## src/rtl/serial_arith_pkg.sv

```systemverilog
// Shared definitions for the bit-serial arithmetic blocks.
// Holds the FSM state encoding and the counter-width helper.
package serial_arith_pkg;

    typedef enum logic [1:0] {
        ST_IDLE  = 2'd0,
        ST_SHIFT = 2'd1,
        ST_DONE  = 2'd2
    } state_t;

    // Wide enough to hold the values 0..width without wrapping.
    function automatic int CNT_W(input int width);
        return $clog2(width + 1);
    endfunction

endpackage

```

## src/rtl/full_subtractor.sv

```systemverilog
// One-bit full-subtractor cell: d = a - b - bin, with the borrow returned on bout.
module full_subtractor (
    input  logic a,
    input  logic b,
    input  logic bin,
    output logic d,
    output logic bout
);

    assign d    = a ^ b ^ bin;
    assign bout = (~a & b) | (~(a ^ b) & bin);

endmodule

```

## src/rtl/subtractor_serial.sv

```systemverilog
// Bit-serial a - b, LSB first, one bit per cycle through a single full-subtractor cell.
// state    | meaning
// ST_IDLE  | waiting for start
// ST_SHIFT | one result bit per cycle, WIDTH cycles
// ST_DONE  | publish diff/borrow_out, may accept the next start
module subtractor_serial
    import serial_arith_pkg::*;
#(
    parameter int WIDTH = 4
) (
    input  logic             clk,
    input  logic             rst,
    input  logic             start,
    input  logic [WIDTH-1:0] a,
    input  logic [WIDTH-1:0] b,
    output logic             busy,
    output logic             done,
    output logic [WIDTH-1:0] diff,
    output logic             borrow_out
);

    localparam int CW = CNT_W(WIDTH);
    localparam logic [CW-1:0] LAST_BIT = CW'(WIDTH - 1);

    state_t           state;
    logic [WIDTH-1:0] a_sr;
    logic [WIDTH-1:0] b_sr;
    logic [WIDTH-1:0] res_sr;
    logic             br;
    logic [CW-1:0]    cnt;
    logic             d_bit;
    logic             br_next;

    full_subtractor u_fs (
        .a    (a_sr[0]),
        .b    (b_sr[0]),
        .bin  (br),
        .d    (d_bit),
        .bout (br_next)
    );

    always_ff @(posedge clk) begin
        if (rst) begin
            state      <= ST_IDLE;
            a_sr       <= '0;
            b_sr       <= '0;
            res_sr     <= '0;
            br         <= 1'b0;
            cnt        <= '0;
            busy       <= 1'b0;
            done       <= 1'b0;
            diff       <= '0;
            borrow_out <= 1'b0;
        end else begin
            done <= 1'b0;
            case (state)
                ST_IDLE: begin
                    if (start) begin
                        a_sr  <= a;
                        b_sr  <= b;
                        br    <= 1'b0;
                        cnt   <= '0;
                        busy  <= 1'b1;
                        state <= ST_SHIFT;
                    end
                end
                ST_SHIFT: begin
                    // Result bits enter at the MSB so the first (LSB) bit ends at position 0.
                    res_sr <= {d_bit, res_sr[WIDTH-1:1]};
                    a_sr   <= a_sr >> 1;
                    b_sr   <= b_sr >> 1;
                    br     <= br_next;
                    cnt    <= cnt + 1'b1;
                    if (cnt == LAST_BIT) begin
                        busy  <= 1'b0;
                        state <= ST_DONE;
                    end
                end
                ST_DONE: begin
                    diff       <= res_sr;
                    borrow_out <= br;
                    done       <= 1'b1;
                    if (start) begin
                        a_sr  <= a;
                        b_sr  <= b;
                        br    <= 1'b0;
                        cnt   <= '0;
                        busy  <= 1'b1;
                        state <= ST_SHIFT;
                    end else begin
                        state <= ST_IDLE;
                    end
                end
                default: begin
                    busy  <= 1'b0;
                    state <= ST_IDLE;
                end
            endcase
        end
    end

endmodule

```

## config.mk

```make
export PLATFORM = sky130hd
export DESIGN_NAME = subtractor_serial
export DESIGN_NICKNAME = d
export VERILOG_FILES = /design/src/rtl/serial_arith_pkg.sv /design/src/rtl/full_subtractor.sv /design/src/rtl/subtractor_serial.sv
export SDC_FILE = /design/constraint.sdc
export NUM_CORES = 1
export LEC_CHECK = 0
export ABC_AREA = 1
export CORE_MARGIN = 2
export CORE_UTILIZATION = 45
export DETAILED_ROUTE_END_ITERATION = 7
export GPL_TIMING_DRIVEN = 0
export PLACE_DENSITY_LB_ADDON = 0.3
export REMOVE_ABC_BUFFERS = 1
export SYNTH_ARGS = -nofsm -noshare
export SYNTH_HDL_FRONTEND = slang
export SYNTH_SLANG_ARGS = --single-unit
```

## constraint.sdc

```tcl
create_clock -name clk -period 1.35 [get_ports clk]
set_input_delay 0.3375 -clock clk [delete_from_list [all_inputs] [get_ports clk]]
set_output_delay 0.3375 -clock clk [all_outputs]
set_load 0.01 [all_outputs]
```

Word level (Yosys, flattened, before mapping)
Cells that the tools add are included.
{"block": "word_totals", "regBits": 25, "inputBits": 11, "out_inout_bits": 7, "wordCells": 46}
{"block": "op_classes", "n_addsub": 1, "eq_ne": 6, "n_mux": 16, "bitwise": 7, "n_reduce_logical": 6}
{"cell": "$pmux W4 S2", "n": 2}
{"cell": "$mux W4", "n": 2}
{"cell": "$pmux W2 S3", "n": 1}
{"cell": "$pmux W3 S2", "n": 1}
{"cell": "$reduce_and A2 Y1", "n": 3}
{"cell": "$mux W1", "n": 5}
{"cell": "$mux W2", "n": 2}
{"cell": "$ne A2 B2 Y1 const B", "n": 2}
{"cell": "$pmux W1 S2", "n": 2}
{"cell": "$add A3 B1 Y3 const B", "n": 1}
{"cell": "$eq A3 B2 Y1 const B", "n": 1}
{"cell": "$mux W3", "n": 1}
{"cell": "$and A1 B1 Y1", "n": 2}
{"cell": "$eq A2 B1 Y1 const B", "n": 1}
{"cell": "$eq A2 B2 Y1 const B", "n": 1}
{"cell": "$logic_not A2 Y1", "n": 1}
{"cell": "$ne A2 B1 Y1 const B", "n": 1}
{"cell": "$not A1 Y1", "n": 2}
{"cell": "$reduce_bool A2 Y1", "n": 1}
{"cell": "$reduce_or A2 Y1", "n": 1}
{"cell": "$xor A1 B1 Y1", "n": 2}
{"cell": "$or A1 B1 Y1", "n": 1}

Longest topological paths before layout
{"block": "depth", "depth_word": 5, "depth_mapped": 7, "depth_no_buf": 6}

Hierarchy
Synthesis repeated with hierarchy kept, for this count alone.
{"block": "unflattened", "cells_unflattened": 152, "hier_area_um2": 1093.5}
{"mod": "subtractor_serial", "n_inst": 1, "cells_each": 148, "area_each_um2": 1062.3, "seq_area_each_um2": 500.5}
{"mod": "full_subtractor", "n_inst": 1, "cells_each": 4, "area_each_um2": 31.3, "seq_area_each_um2": 0.0}

Worst setup path after synthesis
OpenSTA, ideal clock, no wires.
{"block": "synth_path", "path_kind": "register to register", "start": "register b_sr[0]", "end": "register res_sr[3]", "setup_time_ps": 113, "arrival_time_ps": 956, "t_required_ps": 1237, "setup_slack_ps": 281, "path_stages_with_launch": 5, "n_path_buf": 0, "period_less_slack_ps": 1069, "cell_sequence": "dfxtp_1 -> fa_1 -> nand2_1 -> nand2_1 -> nor2_1"}
{"block": "synth_between", "elab_chain_len": 2}
{"element": "from (decl)", "line_no": "subtractor_serial.sv:27", "source": "logic [WIDTH-1:0] b_sr;"}
{"element": "from (signal assigned)", "line_no": "subtractor_serial.sv:71", "source": "b_sr <= b_sr >> 1;"}
{"element": "$xor A1 B1 Y1 (2 in a row)", "line_no": "full_subtractor.sv:10", "source": "assign d = a ^ b ^ bin;"}
{"element": "to (signal assigned)", "line_no": "subtractor_serial.sv:69", "source": "res_sr <= {d_bit, res_sr[WIDTH-1:1]};"}
{"element": "to (decl)", "line_no": "subtractor_serial.sv:28", "source": "logic [WIDTH-1:0] res_sr;"}
No other way between the ends.
A chain may end at the register's enable or synchronous reset.

Worst setup path after layout
{"block": "layout_path", "start": "register diff[2]", "end": "output diff[2]"}
{"element": "from (decl)", "line_no": "subtractor_serial.sv:18", "source": "output logic [WIDTH-1:0] diff,"}
{"element": "from (signal assigned)", "line_no": "subtractor_serial.sv:80", "source": "diff <= res_sr;"}
No word-level cell between the ends.

==> impl_metrics.xml <==
<?xml version="1.0" encoding="UTF-8"?>
<metrics>
  <group name="run_status">
    <metric name="run_status" unit="">finished, final reports clean</metric>
  </group>
  <group name="synth">
    <metric name="post_synth_mux_area_share" unit="">0</metric>
    <metric name="synth_top_family_by_area" unit="">simple AND/OR/NAND/NOR gates</metric>
    <metric name="syn_area" unit="um2">1100</metric>
    <metric name="synth-simple-area-share" unit="">0.321</metric>
    <metric name="synth-seq-area-share" unit="">0.457</metric>
    <metric name="yosysWarnings" unit="">0</metric>
    <metric name="synth_xor_area_frac" unit="">0</metric>
    <metric name="postSynthAreaPerCell" unit="um2">7.36</metric>
    <metric name="post_synth_inst_count" unit="">149</metric>
    <metric name="synth_seq_cells" unit="">25</metric>
    <metric name="synth_compound_area_frac" unit="">0.0776</metric>
    <metric name="synth-adder-area-share" unit="">0.0411</metric>
    <metric name="synth.lib_cells_used.distinct" unit="">19</metric>
  </group>
  <group name="setup_path">
    <metric name="r2r_slack" unit="ns">0.17</metric>
    <metric name="critical-path-slowest-cell" unit="">sky130_fd_sc_hd__dfxtp_1</metric>
    <metric name="cp_max_fo" unit="">2</metric>
    <metric name="crit_arrival" unit="ns">0.93</metric>
    <metric name="critical_path_class" unit="">flip-flop to primary output</metric>
    <metric name="cp_cell_sequence" unit="">dlygate4sd2_1</metric>
    <metric name="r2r_end" unit="">b_sr[0]</metric>
    <metric name="timing.critical_path.slowest_cell_delay" unit="ns">0.36</metric>
    <metric name="startpoint" unit="">diff[2]</metric>
    <metric name="reg2reg_from" unit="">state[0]</metric>
    <metric name="timing.reg2reg.worst_path_depth" unit="">6</metric>
    <metric name="path_buf_inv" unit="">1</metric>
    <metric name="required" unit="ns">1.01</metric>
    <metric name="crit_path_end_kind" unit="">primary output</metric>
    <metric name="timing.critical_path.from_type" unit="">flip-flop</metric>
    <metric name="critical_path.top_delay_family" unit="">flip-flops</metric>
  </group>
  <group name="power_and_ir_drop">
    <metric name="intPower" unit="mW">0.992</metric>
    <metric name="cellLeakagePower" unit="nW">0.603</metric>
    <metric name="power.net_switching" unit="mW">0.366</metric>
    <metric name="max-vdd-ir-drop" unit="mV">0.565</metric>
    <metric name="p_clk_frac" unit="">0.238</metric>
    <metric name="power.sequential.fraction" unit="">0.601</metric>
    <metric name="report.power.total" unit="mW">1.36</metric>
    <metric name="switching_part_of_the_total" unit="">0.270</metric>
    <metric name="combinationalPowerShare" unit="">0.160</metric>
    <metric name="p_per_area" unit="nW/um2">1060</metric>
  </group>
  <group name="clocking">
    <metric name="cts-buffers-inserted" unit="">3</metric>
    <metric name="ctsHoldBuffers" unit="">0</metric>
    <metric name="cts_tree" unit="">done</metric>
    <metric name="clock_sink_count" unit="">25</metric>
    <metric name="clk_pin_slew" unit="ns">0.13</metric>
    <metric name="clock_tree.root_cell" unit="">sky130_fd_sc_hd__clkbuf_4</metric>
    <metric name="worst_skew_pair.late_latency" unit="ns">0.31</metric>
    <metric name="htree_levels" unit="">1</metric>
    <metric name="cts_buffer_depth" unit="">2</metric>
  </group>
  <group name="timing">
    <metric name="final.setup_skew" unit="ns">0.00734</metric>
    <metric name="report.final.slew_viol_count" unit="">0</metric>
    <metric name="timing.slew.headroom" unit="">0.724</metric>
    <metric name="timing.final.crit_period" unit="ns">1.27</metric>
    <metric name="achievable-frequency" unit="GHz">0.787</metric>
    <metric name="rsz0062_at_grt" unit="">no</metric>
    <metric name="setup_viol" unit="">0</metric>
    <metric name="worstMarginPinSlew" unit="ns">0.414</metric>
    <metric name="final_min_period_over_clock_period" unit="">0.941</metric>
    <metric name="timing.final.hold_violations" unit="">0</metric>
  </group>
  <group name="finish">
    <metric name="area_growth" unit="%">17.5</metric>
    <metric name="final-instance-count-excl-fill" unit="">194</metric>
    <metric name="fin_nets" unit="">181</metric>
    <metric name="fillCellCount" unit="">235</metric>
    <metric name="share_of_cells_above_drive_strength_1" unit="">0.0783</metric>
    <metric name="n_antenna_cell" unit="">0</metric>
  </group>
  <group name="drt">
    <metric name="drt-total-wl" unit="mm">1.98</metric>
    <metric name="post-route-drc-count" unit="">0</metric>
    <metric name="post_drt_via_cell_ratio" unit="">4.86</metric>
    <metric name="ant_nets" unit="">0</metric>
    <metric name="post_drt_wl_per_cell" unit="um">10.2</metric>
    <metric name="route.vias.total" unit="">942</metric>
    <metric name="firstDrtPassIters" unit="">4</metric>
    <metric name="drt_iter0_markers" unit="">10</metric>
  </group>
  <group name="placement">
    <metric name="buffer_ports.inserted" unit="">17</metric>
    <metric name="placed_cells" unit="">189</metric>
    <metric name="place.gp.congestion" unit="">0.749</metric>
    <metric name="dp_hpwl" unit="mm">1.36</metric>
  </group>
  <group name="grt">
    <metric name="number_of_antenna_violations_at_the_first_check_in_global_routing" unit="">0</metric>
    <metric name="grt_remaining_overflow" unit="">0</metric>
    <metric name="grt_max_degree" unit="">18</metric>
    <metric name="grt.total_usage" unit="">0.173</metric>
    <metric name="number_of_global_route_vias_before_repair" unit="">894</metric>
    <metric name="grt_first_pass_wirelength" unit="mm">3.62</metric>
  </group>
  <group name="flow_run">
    <metric name="drv.max_cap_violation_count" unit="">0</metric>
  </group>
  <group name="floorplanning">
    <metric name="chipHeight" unit="um">53.4</metric>
    <metric name="dieWidth" unit="um">53.4</metric>
    <metric name="die-area" unit="um2">2850</metric>
    <metric name="core" unit="um2">2250</metric>
    <metric name="number_of_top_level_design_ports" unit="">18</metric>
    <metric name="core.rowCount" unit="">17</metric>
    <metric name="floorplan.initialDensity" unit="">0.486</metric>
  </group>
  <group name="worst_hold_path">
    <metric name="endpoint_with_the_worst_hold_slack" unit="">done</metric>
    <metric name="start_point_of_the_worst_min_delay_path" unit="">rst</metric>
    <metric name="min_path_cells" unit="">2</metric>
    <metric name="holdCritPathClass" unit="">primary input to flip-flop</metric>
  </group>
</metrics>
metal layers:
layer	GRT usage	part of all wire	vias up
met3	0.0254	0.031	2
met5	0	0	-
met1	0.204	0.46	432
met2	0.311	0.50	15
met4	0.0641	0.0076	0
li1	-	-	493
cells in the final DEF (no fill, tap or decap), types with 2 or more instances in the layout:
| cell | Yosys | routed |
|---|---|---|
| sky130_fd_sc_hd__nand2_4 | 2 | 2 |
| sky130_fd_sc_hd__clkdlybuf4s50_1 | 0 | 9 |
| sky130_fd_sc_hd__inv_1 | 13 | 12 |
| sky130_fd_sc_hd__a21oi_1 | 7 | 7 |
| sky130_fd_sc_hd__dfxtp_1 | 25 | 24 |
| sky130_fd_sc_hd__o21ai_1 | 3 | 3 |
| sky130_fd_sc_hd__nand3_1 | 11 | 11 |
| sky130_fd_sc_hd__ha_1 | 2 | 2 |
| sky130_fd_sc_hd__inv_2 | 2 | 2 |
| sky130_fd_sc_hd__o21ai_0 | 7 | 7 |
| sky130_fd_sc_hd__dlygate4sd2_1 | 0 | 7 |
| sky130_fd_sc_hd__nor2_1 | 34 | 34 |
| sky130_fd_sc_hd__nand2_1 | 33 | 33 |
| sky130_fd_sc_hd__clkbuf_4 | 0 | 3 |
synth_stat cells, drive strengths merged:
| cell type | count | area (um2) |
|---|---|---|
| nor3 | 1 | 5.00 |
| a21oi | 7 | 35.0 |
| o21ai | 10 | 50.0 |
| buf | 5 | 46.3 |
| nand2 | 36 | 153 |
| nand3 | 11 | 55.1 |
| fa | 1 | 20.0 |
| dfxtp | 25 | 500 |
| inv | 16 | 67.6 |
| nor2 | 35 | 139 |
| ha | 2 | 25.0 |
per-stage QoR:
step	setup TNS (ns)	cell area (um2)	hold slack, ns	util	setup WS, ns
5_1_grt	0	1290	0.464	0.571	0.0264
2_1_floorplan	0	1050	0.407	-	0.240
3_5_place_dp	-5.56	1250	0.475	0.557	-0.387
3_3_place_gp	-5.08	1250	0.462	0.557	-0.339
6_report	0	1290	0.445	0.571	0.0800
4_1_cts	0	1280	0.496	0.569	0.0118
timing repair:
item	CTS	global route
setup endpoints to repair	14	21
gates cloned	0	0
gates resized for setup	8	2
buffers inserted	1	0
sequential cells by signal, indices dropped and copies added (netlist names):
| name | flops |
|---|---|
| a_sr | 4 |
| res_sr | 4 |
| busy | 1 |
| cnt | 3 |
| done | 1 |
| br | 1 |
| borrow_out | 1 |
| b_sr | 4 |
| state | 2 |
| diff | 4 |
worst max path at each step:
stage / endpoint / slack, ns / depth (start not counted)
2_1_floorplan: busy / 0.24 / 5
3_3_place_gp: cnt[0] / -0.34 / 4
3_5_place_dp: cnt[0] / -0.39 / 4
4_1_cts: cnt[0] / 0.01 / 5
5_1_grt: borrow_out / 0.03 / 1
6_report: diff[2] / 0.08 / 1
power by group through the flow:
stage	logic (mW)	clock network (mW)	registers [mW]
final	0.218	0.324	0.817
after global routing	0.260	0.367	0.823
after CTS	0.220	0.340	0.816
after detailed placement	0.217	0	0.832
after global placement	0.213	0	0.830
after floorplan	0.146	0	0.827
final cells by class:
class / instances / area [um2] / area share
flip-flops and latches: 25 / 502 / 0.390
multi-input cells: 103 / 482 / 0.374
repair buffers: 18 / 171 / 0.133
inverters: 16 / 71.3 / 0.0554
well taps: 28 / 35.0 / 0.0272
clock buffers: 4 / 26.3 / 0.0204
kinds of logic after synthesis:
group           count (synthesis)
buf+inv                        21
flops                          25
compound gates                 17
simple gates                   83
fa+ha+maj                       3
No activity file was read; power rests on OpenSTA's default activity.
